<file path="src/rtl/crc_frame_pkg.sv">
// -----------------------------------------------------------------------------
// crc_frame_pkg
// Shared definitions for the CRC16 frame serializer:
//   state_t                - serializer FSM states
//   DEFAULT_PAYLOAD_BYTES  - default payload length in bytes
//   FRAME_BYTES            - default frame length (payload + 2 CRC bytes)
//   CRC_WIDTH              - width of the appended CRC
//   frame_bytes()          - frame length for an arbitrary payload length
// -----------------------------------------------------------------------------
package crc_frame_pkg;

  typedef enum logic [1:0] {
    ST_IDLE     = 2'd0,
    ST_WAIT_CRC = 2'd1,
    ST_SEND     = 2'd2
  } state_t;

  localparam int DEFAULT_PAYLOAD_BYTES = 12;
  localparam int CRC_WIDTH             = 16;
  localparam int FRAME_BYTES           = DEFAULT_PAYLOAD_BYTES + CRC_WIDTH / 8;

  function automatic int frame_bytes(input int payload_bytes);
    return payload_bytes + CRC_WIDTH / 8;
  endfunction

endpackage

</file>
<file path="src/rtl/crc16_frame_serializer.sv">
// -----------------------------------------------------------------------------
// crc16_frame_serializer
// Captures a payload on start, waits for a fresh CRC from an upstream CRC16
// generator (rising edge of crc_valid), then streams payload bytes MSB first
// followed by CRC[15:8] and CRC[7:0] over a valid/ready byte interface.
// If no CRC edge arrives within CRC_TIMEOUT cycles the frame is dropped and
// crc_timeout pulses for one cycle.
//
// Ports:
//   clk          in   clock, rising edge
//   rst          in   synchronous active-high reset
//   data_in_ori  in   payload, 8*PAYLOAD_BYTES bits, MSB byte sent first
//   start        in   payload load strobe, honoured only in IDLE
//   crc_16       in   CRC value from upstream
//   crc_valid    in   CRC valid level; its rising edge latches crc_16
//   tx_data      out  serialized byte
//   tx_valid     out  tx_data is valid
//   tx_ready     in   downstream accepts byte when tx_valid && tx_ready
//   tx_last      out  marks the final (CRC low) byte
//   busy         out  high whenever not IDLE
//   crc_timeout  out  one-cycle pulse when the CRC wait is abandoned
// -----------------------------------------------------------------------------
module crc16_frame_serializer
  import crc_frame_pkg::*;
#(
  parameter int PAYLOAD_BYTES = DEFAULT_PAYLOAD_BYTES,
  parameter int CRC_TIMEOUT   = 64
) (
  input  logic                       clk,
  input  logic                       rst,
  input  logic [8*PAYLOAD_BYTES-1:0] data_in_ori,
  input  logic                       start,
  input  logic [CRC_WIDTH-1:0]       crc_16,
  input  logic                       crc_valid,
  output logic [7:0]                 tx_data,
  output logic                       tx_valid,
  input  logic                       tx_ready,
  output logic                       tx_last,
  output logic                       busy,
  output logic                       crc_timeout
);

  localparam int FRAME_LEN = frame_bytes(PAYLOAD_BYTES);
  localparam int PAYLOAD_W = 8 * PAYLOAD_BYTES;
  localparam int FRAME_W   = 8 * FRAME_LEN;
  localparam int IDX_W     = $clog2(FRAME_LEN);
  localparam int CNT_W     = (CRC_TIMEOUT > 1) ? $clog2(CRC_TIMEOUT) : 1;

  localparam logic [IDX_W-1:0] LAST_IDX    = IDX_W'(FRAME_LEN - 1);
  localparam logic [CNT_W-1:0] TIMEOUT_MAX = CNT_W'(CRC_TIMEOUT - 1);

  state_t               state_reg;
  state_t               state_next;
  logic [PAYLOAD_W-1:0] payload_reg;
  logic [FRAME_W-1:0]   frame_reg;
  logic [IDX_W-1:0]     byte_idx_reg;
  logic [CNT_W-1:0]     timeout_cnt_reg;
  logic                 crc_valid_d_reg;
  logic                 crc_timeout_reg;

  logic crc_edge;
  logic byte_accept;
  logic last_byte;
  logic wait_expired;

  // Only a 0->1 transition counts, so a level left high from an earlier
  // frame can never release a new one.
  assign crc_edge     = crc_valid & ~crc_valid_d_reg;
  assign byte_accept  = tx_valid & tx_ready;
  assign last_byte    = (byte_idx_reg == LAST_IDX);
  // A CRC edge on the final wait cycle takes priority over the abort.
  assign wait_expired = (state_reg == ST_WAIT_CRC) && !crc_edge &&
                        (timeout_cnt_reg == TIMEOUT_MAX);

  // State register
  always_ff @(posedge clk) begin
    if (rst) begin
      state_reg <= ST_IDLE;
    end else begin
      state_reg <= state_next;
    end
  end

  // Next-state logic
  always_comb begin
    state_next = state_reg;
    case (state_reg)
      ST_IDLE: begin
        if (start) state_next = ST_WAIT_CRC;
      end
      ST_WAIT_CRC: begin
        if (crc_edge)          state_next = ST_SEND;
        else if (wait_expired) state_next = ST_IDLE;
      end
      ST_SEND: begin
        if (byte_accept && last_byte) state_next = ST_IDLE;
      end
      default: state_next = ST_IDLE;
    endcase
  end

  // Output logic; the byte on the wire is always the top byte of the
  // shifting frame register, so no wide byte-select mux is needed.
  always_comb begin
    tx_valid    = (state_reg == ST_SEND);
    busy        = (state_reg != ST_IDLE);
    tx_last     = (state_reg == ST_SEND) && last_byte;
    tx_data     = (state_reg == ST_SEND) ? frame_reg[FRAME_W-1 -: 8] : 8'h00;
    crc_timeout = crc_timeout_reg;
  end

  // Datapath: payload buffer, frame shifter, byte index, wait counter
  always_ff @(posedge clk) begin
    if (rst) begin
      payload_reg     <= '0;
      frame_reg       <= '0;
      byte_idx_reg    <= '0;
      timeout_cnt_reg <= '0;
      crc_valid_d_reg <= 1'b0;
      crc_timeout_reg <= 1'b0;
    end else begin
      crc_valid_d_reg <= crc_valid;
      crc_timeout_reg <= wait_expired;
      case (state_reg)
        ST_IDLE: begin
          if (start) begin
            payload_reg     <= data_in_ori;
            timeout_cnt_reg <= '0;
          end
        end
        ST_WAIT_CRC: begin
          if (crc_edge) begin
            frame_reg    <= {payload_reg, crc_16};
            byte_idx_reg <= '0;
          end else if (!wait_expired) begin
            timeout_cnt_reg <= timeout_cnt_reg + CNT_W'(1);
          end
        end
        ST_SEND: begin
          if (byte_accept) begin
            frame_reg    <= frame_reg << 8;
            byte_idx_reg <= last_byte ? '0 : byte_idx_reg + IDX_W'(1);
          end
        end
        default: ;
      endcase
    end
  end

endmodule

</file>
<file path="config.mk">
export PLATFORM = sky130hd
export DESIGN_NAME = crc16_frame_serializer
export DESIGN_NICKNAME = d
export VERILOG_FILES = /design/src/rtl/crc_frame_pkg.sv /design/src/rtl/crc16_frame_serializer.sv
export SDC_FILE = /design/constraint.sdc
export NUM_CORES = 1
export LEC_CHECK = 0
export BUFFER_PORTS_ARGS = -buffer_cell sky130_fd_sc_hd__buf_2
export CAP_MARGIN = 25
export CORE_MARGIN = 3
export CORE_UTILIZATION = 55
export CTS_CLUSTER_DIAMETER = 30
export DETAILED_ROUTE_END_ITERATION = 10
export HOLD_SLACK_MARGIN = 0.08
export MAX_ROUTING_LAYER = met4
export PLACE_DENSITY = 0.77
export SLEW_MARGIN = 20
export SYNTH_ARGS = -nofsm -noshare
export SYNTH_HDL_FRONTEND = slang
export SYNTH_SLANG_ARGS = --single-unit
</file>
<file path="constraint.sdc">
create_clock -name clk -period 4.13 [get_ports clk]
set_input_delay 0.826 -clock clk [delete_from_list [all_inputs] [get_ports clk]]
set_output_delay 0.826 -clock clk [all_outputs]
set_load 0.02 [all_outputs]
</file>
# Word-level counts from Yosys, hierarchy flattened
# Index checks and enable logic that the tools add are counted.
# word_totals
output_inout_bits	12
reg_bits	222
# classes
bitwise_logic	3
add_sub_neg	2
muxes	17
eq_ne	11
n_reduce_logical	13
# ops
cell	n
two-way mux 112 bit	2
one-hot mux 112 bit (2 select lines)	1
two-way mux 6 bit	3
two-way mux 4 bit	3
one-hot mux 6 bit (2 select lines)	1
two-way mux 2 bit	4
two-way mux 8 bit	1
inequality test 2 bit, second input constant	4
one-hot mux 4 bit (2 select lines)	1
adder 6 x 1 -> 6 bit, second input constant	1
equality test 6 bit, second input constant	1
one-hot mux 2 bit (3 select lines)	1
AND reduction 3 bit	2
nonzero test 2 bit	3
adder 4 x 1 -> 4 bit, second input constant	1
equality test 4 bit, second input constant	1
logical AND 1 bit	4
inequality test 2 x 1 -> 1 bit, second input constant	2
AND reduction 4 bit	1
inequality test 3 bit, second input constant	1
AND 1 bit	2
equality test 2 x 1 -> 1 bit, second input constant	1
equality test 2 bit, second input constant	1
zero test 2 bit	1
3 further kinds	3

# Longest topological paths before layout
# Gate-level depths: netlist of run 1.
# logic_depth
depth_word	8
depth_mapped	9

# Worst setup path after synthesis of run 1
# No wires, ideal clock.
# synth_path
kind	flip-flop to output port
start	register state_reg[0]
end	output port tx_last
stages_incl_launch_ff	7
t_required_ps	3304
n_path_buf	2
t_arrival_ps	1453
setup_slack_ps	1851
path_cell_list	dfxtp_1 -> inv_1 -> ha_1 -> buf_2 -> buf_2 -> inv_1 -> nor2_1
# synth_via
elab_chain_len	2
# synth_rtl
item	line	text
start: declaration	crc16_frame_serializer.sv:52	state_t state_reg;
start signal: assignment	crc16_frame_serializer.sv:80	state_reg <= state_next;
equality test 2 bit	--	
net tx_valid	crc16_frame_serializer.sv:36	output logic tx_valid,
logical AND 1 bit	crc16_frame_serializer.sv:107	tx_last = (state_reg == ST_SEND) && last_byte;
end: declaration	crc16_frame_serializer.sv:38	output logic tx_last,
# The timed path passes the listed nets, and every way through them passes these cells.

# Worst setup path in the final report of run 1
# layout_path
start	register state_reg[0]
end	output port tx_data[6]
# layout_via
elab_chain_len	2
# layout_rtl
item	line	text
equality test 2 bit	crc16_frame_serializer.sv:108	tx_data = (state_reg == ST_SEND) ? frame_reg[FRAME_W-1 -: 8] : 8'h00;
two-way mux 8 bit	crc16_frame_serializer.sv:108	
end: declaration	crc16_frame_serializer.sv:35	output logic [7:0] tx_data,
# Every way passes these cells.

==> reports/summary.md, run 1 <==
129 I/O pins were placed. The worst register-to-register path has a depth of 7. The residual overflow from global routing was 0.

The tightest slew margin relative to the limit came out at 32.45%. After the first detailed-routing iteration, the DRC count stood at 574. For this run, the top clock speed supported by timing is 0.3120 GHz. The run gives 0.3673 mV as the worst voltage drop across the vdd grid. In this run, synthesis inferred 0 flip-flops with an integrated enable.

After synthesis, the largest area contributor takes up 49.78% of total cell area. The class of the tightest hold or removal check is reg2reg. For this design, the CTS-stage hold fixing added 0 buffers.

Sorting the synthesized cells by area gives the leading types as sky130_fd_sc_hd__dfxtp_1, sky130_fd_sc_hd__mux2i_1, sky130_fd_sc_hd__a211oi_1, sky130_fd_sc_hd__nand2_1, sky130_fd_sc_hd__a21oi_1. For this design the ratio of total power to cell area is 769.9 nW/µm². The share of total power dissipated in combinational logic is 23.3%. The flip-flop count of the largest register after layout was 112; the number of resized instances in the post-cts repair step was 0. Net switching is 30.88% of the power. Library cell with the largest summed area after synthesis: sky130_fd_sc_hd__dfxtp_1. The run gives 1.46 ns as the setup slack on the worst flop-to-flop path. The floorplan step defined a die boundary enclosing 17800 µm². For the via total after detailed routing, the log shows 7266.

The maximum level of the CTS H-tree came out at 2. For this run, the register share of the synthesized area comes to 49.78%. For the critical path arrival, the log shows 2.38 ns.

The synthesized netlist occupies a cell area of 8929 µm². For the worst-skew pair, the clock arrives at the later sink with an insertion delay of 0.50 ns. For the number of post-CTS setup repair buffers, the log shows 0. For the detailed-route wire length, the log shows 20.24 mm.

Setup repair after global routing left no endpoint under its margin. STA puts the critical path data required time at 3.30 ns. When the netlist entered floorplanning its net count stood at 1133. In this run the most critical hold path is launched from payload_reg[2]. The post-route netlist has 18.80% of its cells at a drive strength greater than 1. Counting instances, the worst hold path has a depth of 2.

The internal portion of the total power is 5.864 mW. The logs give 0 for the number of antenna violations at the first check in global routing and 0.01125 ns for the worst clock skew. Averaged over all synthesized cells, the footprint is 8.849 µm². The commonest cells after synthesis are sky130_fd_sc_hd__dfxtp_1, sky130_fd_sc_hd__nand2_1, sky130_fd_sc_hd__nor2_1. Sequential cells account for 36.8% of the total power.

Entering global routing, the biggest net connects 98 pins. The type of origin of the critical path is a register. Cell with the most instances after synthesis: sky130_fd_sc_hd__dfxtp_1.

Summed over all failing endpoints, the final setup total negative slack is 0 ns. TritonCTS built the clock tree. Via count of the first global-routing pass: 6969.

Once detail routing completed, the nets flagged for antenna violations numbered 0. The tools report the total iterations of the first detailed-routing run as 5. The number of buffers between clock root and the deepest sink was 3; the final-report setup violation count was 0. Global routing consumed, over all layers together, 22.91% of the routing resources. The register clock-pin slew on the reported worst setup and hold paths came out at 0.05 ns. The number of max-cap violations is 0. Dominant register cell in the synthesized netlist: sky130_fd_sc_hd__dfxtp_1.

For this run, design rule violations remaining after detail routing come to 0. Relative area change from synthesis to final layout: 23.42%. The final clock period utilization by the worst path was 77.61%. The clock network burns 39.9% of the power.

The routed design could run at a clock period as short as 3.205 ns. The endpoint identified for the worst register-to-register timing path is frame_reg[45]. Number of buffer cells added on primary ports: 128.

For the number of failing hold endpoints at the final stage, the log shows 0. The final cell count without fillers is 1349, and the number of sinks driven by the clock tree is 222. The count of final max-slew check failures is 0. The startpoint identified for the worst register-to-register timing path is state_reg[0].

The total placed cells including tap cells is 1276, and the proportion of register bits with asynchronous set or reset after synthesis is 0%. The worst setup path is captured at an output port. For the net switching power of the design, the log shows 2.620 mW.

The placeable core region is 15540 µm². The number of cell rows came out at 45. The number of distinct standard cells referenced by the synthesized netlist was 32. The wire-length estimate of the detail-placed layout is 12.17 mm. The logs give 1009 for the synthesized instance count and 33.27 mm for the wire length of the first global-routing pass. Clock tree synthesis inserted a total of 39 buffers. The antenna cell count was 0; the chip width was 133.4 µm.

At the pin with the least slew margin, the transition time is 1.010 ns. The floorplan die height is 133.4 µm, and the final estimated routing congestion in global placement is 0.8211. Hold is met by 0.4517 ns. The path with the worst hold slack has its endpoint at payload_reg[2]. The synthesized flop and latch total works out to 222. The effective utilization at floorplan was 57.46%. Clock tree root driver cell: sky130_fd_sc_hd__clkbuf_16.

In this run the static leakage power is 4.077 nW. In this run the worst path has a maximum fanout of 33. The Yosys step of the flow raised 0 warnings. After detailed routing, the average wire length per cell comes to 15.01 µm.

The startpoint-to-endpoint class of the critical path is reg2out. The average via count per standard cell was 5.386. The number of nets at the end of the flow is 1232.

The flow ran to the end, and the final reports show no timing, DRC or antenna violations.
## worst max-delay path, cell delays in order (launching register included)
cell	delay [ns]
sky130_fd_sc_hd__dfxtp_1	0.32
sky130_fd_sc_hd__inv_1	0.14
sky130_fd_sc_hd__ha_4	0.49
sky130_fd_sc_hd__buf_4	0.55
sky130_fd_sc_hd__and2_1	0.20
sky130_fd_sc_hd__buf_2	0.16
## power groups by stage
| stage | Sequential [mW] | Combinational, mW | Clock [mW] |
|---|---|---|---|
| global placement | 3.13 | 1.87 | 0 |
| CTS | 3.12 | 1.98 | 3.43 |
| finish | 3.12 | 1.98 | 3.39 |
| global route | 3.19 | 2.24 | 3.54 |
| floorplan | 3.02 | 1.63 | 0 |
| detailed placement | 3.15 | 1.94 | 0 |
## worst max path at each step
stage                             from       endpoint  cells past startpoint
final                     state_reg[0]     tx_data[6]                      5
after floorplan           state_reg[0]        tx_last                      6
after CTS                 state_reg[0]     tx_data[6]                      5
after global routing      state_reg[0]     tx_data[6]                      5
after detailed placement     crc_valid  frame_reg[21]                      6
after global placement       crc_valid  frame_reg[13]                      6
## cells by family (layout without fill, tap and decap cells)
logic type      count (synthesis)  in the layout  synth area share (%)
compound gates                231            231                 16.63
fa+ha+maj                       7              7                0.9809
buf+inv                        92            221                 4.947
flops                         222            222                 49.78
mux                           107            107                 12.02
simple gates                  350            350                 15.64
## final cells by class
type	count	area [µm²]
multi-input combinational	695	4065
timing repair buffer	141	804.5
clock inverter	22	321.6
fill	1235	4521
sequential	222	4444
inverter	9	33.78
clock buffer	49	1086
tap	211	264.0
## cell usage in the layout (no fill, tap or decap), types with 8 or more instances in the layout
cell type,netlist,layout
sky130_fd_sc_hd__dfxtp_1,222,222
sky130_fd_sc_hd__nand2_1,201,200
sky130_fd_sc_hd__buf_2,23,127
sky130_fd_sc_hd__nor2_1,113,113
sky130_fd_sc_hd__a211oi_1,106,106
sky130_fd_sc_hd__mux2i_1,105,105
sky130_fd_sc_hd__a21oi_1,102,102
sky130_fd_sc_hd__clkbuf_16,0,41
sky130_fd_sc_hd__inv_1,9,9
sky130_fd_sc_hd__and2_1,10,9
sky130_fd_sc_hd__nand3_1,9,9
sky130_fd_sc_hd__a22oi_1,8,8
## routing by layer
| layer | GRT usage [%] | vias up | share of wire (%) |
|---|---|---|---|
| met5 | - | - | 0 |
| met4 | 8.400 | 0 | 2.7 |
| met2 | 35.64 | 181 | 46 |
| met1 | 30.26 | 3340 | 46 |
| met3 | 3.852 | 44 | 5.0 |
| li1 | - | 3701 | - |
## through the flow
step	setup slack [ns]	util, %	instance area (µm²)	power [mW]
CTS	0.9235	70.75	10990	8.526
detailed placement	1.391	61.69	9587	5.088
floorplan	1.851	-	8929	4.653
global placement	1.468	61.69	9587	5.003
finish	0.9247	70.91	11020	8.484
global route	0.7900	70.91	11020	8.974
(Power assumes the default switching activity.)
==> run 2: changes to the inputs <==
--- a/config.mk
+++ b/config.mk
@@ -5,15 +5,16 @@
 export SDC_FILE = /design/constraint.sdc
 export NUM_CORES = 1
 export LEC_CHECK = 0
+export ABC_AREA = 1
 export BUFFER_PORTS_ARGS = -buffer_cell sky130_fd_sc_hd__buf_2
 export CAP_MARGIN = 25
 export CORE_MARGIN = 3
-export CORE_UTILIZATION = 55
+export CORE_UTILIZATION = 52
 export CTS_CLUSTER_DIAMETER = 30
 export DETAILED_ROUTE_END_ITERATION = 10
 export HOLD_SLACK_MARGIN = 0.08
 export MAX_ROUTING_LAYER = met4
-export PLACE_DENSITY = 0.77
+export PLACE_DENSITY = 0.76
 export SLEW_MARGIN = 20
 export SYNTH_ARGS = -nofsm -noshare
 export SYNTH_HDL_FRONTEND = slang
==> constraint.sdc (replaced) <==
create_clock -name clk -period 2.8 [get_ports clk]
set_input_delay 0.56 -clock clk [delete_from_list [all_inputs] [get_ports clk]]
set_output_delay 0.56 -clock clk [all_outputs]
set_load 0.02 [all_outputs]
==> reports/summary.md, run 2 <==
Number of buffers inserted during clock tree synthesis: 42 (was 39). Register clock-pin slew on the reported worst setup and hold paths: 0.04 ns (was 0.05 ns). Cell-by-cell listing of the critical path: inv_1 -> ha_4 -> buf_4 -> nand2_1 -> inv_1 -> buf_2 (was inv_1 -> ha_4 -> buf_4 -> and2_1 -> buf_2). The number of buffer cells added on primary ports was 128 (unchanged); the hold buffer count at cts was 0 (unchanged). The run gives 19340 µm² (was 17800 µm²) as the die outline area. Fraction of final layout cells with drive strength greater than 1: 15.88% (was 18.80%). TritonCTS built the clock tree. Class of the tightest hold or removal check: in2reg (was reg2reg).

Subtracting the final worst setup slack from the clock period gives 2.456 ns. The number of distinct standard cells referenced by the synthesized netlist is 21 (was 32). The via count of the first global-routing pass was 7755 (was 6969); the number of DRC markers after the initial detailed-route iteration was 636 (was 574).

The maximum level of the CTS H-tree was 2 (unchanged); the residual overflow from global routing was 0 (unchanged). The total nets after synthesis was 1408 (was 1133). Most frequent cells in the layout: sky130_fd_sc_hd__nand2_1, sky130_fd_sc_hd__o21ai_0, sky130_fd_sc_hd__dfxtp_1, sky130_fd_sc_hd__a21oi_1, sky130_fd_sc_hd__nor2_1 (was sky130_fd_sc_hd__dfxtp_1, sky130_fd_sc_hd__nand2_1, sky130_fd_sc_hd__buf_2, sky130_fd_sc_hd__nor2_1, sky130_fd_sc_hd__a211oi_1). The number of sinks driven by the clock tree came out at 222 (unchanged). The run gives 0 (unchanged) as the number of remaining DRC errors. The ratio of total power to cell area was 969.3 nW/µm² (was 769.9 nW/µm²). For the wire length of the first global-routing pass, the log shows 36.19 mm (was 33.27 mm).

Library cell with the largest summed area after synthesis: sky130_fd_sc_hd__dfxtp_1 (unchanged). The area of the mapped netlist was 9209 µm² (was 8929 µm²). The largest stage delay on the critical path is 0.38 ns (was 0.55 ns). The mean area per synthesized cell is 7.172 µm² (was 8.849 µm²), and the fraction of the yosys area taken by sequential cells is 48.26% (was 49.78%). The flow ran to the end, and the final reports show no timing, DRC or antenna violations.

Number of max-cap violations: 0 (unchanged). The number of resized instances in the post-cts repair step was 0 (unchanged). The total power draw was 11.03 mW (was 8.484 mW); the flip-flop count of the largest register after layout was 112 (unchanged).

The tools report the detailed-route wire length as 21.40 mm (was 20.24 mm). Clock tree root driver cell: sky130_fd_sc_hd__clkbuf_16 (unchanged). For the total met2 wirelength after detailed routing, the log shows 10.44 mm (was 9.404 mm).

The total placed cells including tap cells came out at 1558 (was 1276). The tools report the count of final max-slew check failures as 0 (unchanged). The portion of synthesized cell area occupied by the leading cell type was 48.26% (was 49.78%); the final cell count without fillers was 1636 (was 1349).

Relative area change from synthesis to final layout: 23.55% (was 23.42%). Dominant cells by area after synthesis: sky130_fd_sc_hd__dfxtp_1, sky130_fd_sc_hd__o21ai_0, sky130_fd_sc_hd__nand2_1, sky130_fd_sc_hd__a21oi_1, sky130_fd_sc_hd__nor2_1 (was sky130_fd_sc_hd__dfxtp_1, sky130_fd_sc_hd__mux2i_1, sky130_fd_sc_hd__a211oi_1, sky130_fd_sc_hd__nand2_1, sky130_fd_sc_hd__a21oi_1). The count of flip-flops with a built-in enable after synthesis works out to 0 (unchanged). The cell with the largest stage delay on the worst path was sky130_fd_sc_hd__buf_4 (unchanged). The floorplan die height works out to 139.1 µm (was 133.4 µm). The dominant register cell in the synthesized netlist was sky130_fd_sc_hd__dfxtp_1 (unchanged).

The synthesized flop and latch total is 222 (unchanged), and the average via count per standard cell is 5.079 (was 5.386). For the final-report setup violation count, the log shows 0 (unchanged). The critical path arrival was 1.90 ns (was 2.38 ns); the number of nets at the end of the flow was 1501 (was 1232). The tools report the share of the core filled with cells as 65.78% (was 70.91%). Highest metal layer used by the detailed router: met4 (unchanged). The tools report the synthesized instance count as 1284 (was 1009). Number of buffers between clock root and the deepest sink: 3 (unchanged). The worst clock skew was 0.01918 ns (was 0.01125 ns); the number of cell rows was 48 (was 45). Counting stages on the worst path, the most repeated cell is sky130_fd_sc_hd__inv_1.

The category of cells accounting for the largest share of critical-path delay is buffers and inverters (unchanged). The total routing resource utilization after global routing was 22.47% (was 22.91%). For the effective utilization at floorplan, the log shows 53.24% (was 57.46%).

The nature of the critical path endpoint was an output port (unchanged). The total iterations of the first detailed-routing run came out at 5 (unchanged). For the wire length on met3, the log shows 1.051 mm (was 1.009 mm). Largest net degree at the start of global routing: 115 (was 98).

The final clock period utilization by the worst path was 87.72%. The routed metal-1 wire length came out at 9.679 mm (was 9.282 mm). The run gives 55.95% (was 32.45%) as the tightest slew margin relative to the limit. Detail-routed net length per standard cell: 13.08 µm (was 15.01 µm). The run gives 17300 µm² (was 15540 µm²) as the placeable core region. The data required time at the worst endpoint came out at 2.24 ns (was 3.30 ns). For the clock latency of the later-clocked register in the worst-skew pair, the log shows 0.52 ns (was 0.50 ns). The combined buffer and inverter count along the critical path was 4 (was 3). The slew at the pin closest to its max-slew limit came out at 0.6608 ns (was 1.010 ns). For the count of nets left with antenna violations after detail routing, the log shows 0 (unchanged). For the worst voltage drop across the vdd grid, the log shows 0.5420 mV (was 0.3673 mV). Cell with the most instances after synthesis: sky130_fd_sc_hd__nand2_1 (was sky130_fd_sc_hd__dfxtp_1).

Half-perimeter wire length after detailed placement: 13.05 mm (was 12.17 mm). The maximum fanout along the worst path was 46 (was 33). The chip width was 139.1 µm (was 133.4 µm). Most common cell after layout, fill and taps aside: sky130_fd_sc_hd__nand2_1 (was sky130_fd_sc_hd__dfxtp_1). The proportion of register bits with asynchronous set or reset after synthesis works out to 0% (unchanged). The final estimated routing congestion in global placement was 0.8436 (was 0.8211). The logs give 0 (unchanged) for the number of antenna violations at the first check in global routing and 0 (unchanged) for the antenna cell count. Setup repair after global routing left no endpoint under its margin.

The number of post-CTS setup repair buffers came out at 0 (unchanged). Startpoint-to-endpoint class of the critical path: reg2out (unchanged). For the Yosys warning count, the log shows 0 (unchanged).

The reported leakage power was 4.738 nW (was 4.077 nW); the summed negative setup slack over all endpoints was 0 ns (unchanged). The via total after detailed routing was 8309 (was 7266). Most used standard cells in the synthesized netlist: sky130_fd_sc_hd__nand2_1, sky130_fd_sc_hd__o21ai_0, sky130_fd_sc_hd__dfxtp_1 (was sky130_fd_sc_hd__dfxtp_1, sky130_fd_sc_hd__nand2_1, sky130_fd_sc_hd__nor2_1). The total I/O pin count came out at 129 (unchanged). The type of origin of the critical path is a register (unchanged).

Derived from the worst setup path, the maximum achievable clock frequency is 0.4071 GHz. The tools report the number of failing hold endpoints at the final stage as 0 (unchanged).
==> run 2: kinds of logic after synthesis <==
family                     share of synthesized area, %
xor gates and xnor gates                         0.1903
and+or+nand+nor                                   17.45
DFF                                               48.26
AOI/OAI and AO/OA                                 22.55
buffers and inverters                             10.60
adders and majority gates                        0.9510
==> run 2: routing by layer <==
layer,global-route usage (%),up-vias
met5,-,-
met4,6.231,0
met1,28.97,3774
met2,36.49,201
met3,4.138,22
li1,-,4312
==> run 2: stage by stage <==
stage / setup slack, ns / area [µm²] / hold WS [ns]
2_1_floorplan: 0.7155 / 9209 / 0.4244
3_3_place_gp: 0.8001 / 9831 / 0.4315
3_5_place_dp: 0.7053 / 9831 / 0.4392
4_1_cts: 0.3223 / 11380 / 0.2659
5_1_grt: 0.2081 / 11380 / 0.2626
6_report: 0.3438 / 11380 / 0.2826
==> run 2: worst paths after layout <==
check | start | endpoint | slack, ns | depth (start not counted)
worst max-delay path | state_reg[0] | tx_data[5] | 0.34 | 6
worst max register to register | state_reg[1] | timeout_cnt_reg[2] | 0.68 | 7
worst min register to register | payload_reg[37] | payload_reg[37] | 0.44 | 2
worst min-delay path | crc_valid | crc_valid_d_reg | 0.28 | 3
==> run 2: area by class of cell <==
cell class / count / area, µm²
multi-input cells: 842 / 3806
clock buffers: 55 / 1224
flip-flops and latches: 222 / 4444
repair buffers: 141 / 813.3
inverters: 128 / 485.5
fillers: 1516 / 5919
clock inverters: 23 / 322.8
well taps: 225 / 281.5
==> run 2: tightest hold or removal path: cells and delay by family <==
| family | cells | cell delay (ns) |
|---|---|---|
| buf+inv | 2 | 0.14 |
| simple gates | 1 | 0.03 |
==> run 2: report_power, final <==
part           switching, mW  leakage (nW)  internal [mW]
registers              0.194          1.83           3.69
logic                   1.19          2.16          0.589
clock network           1.64         0.751           3.73
total                   3.02          4.74           8.01
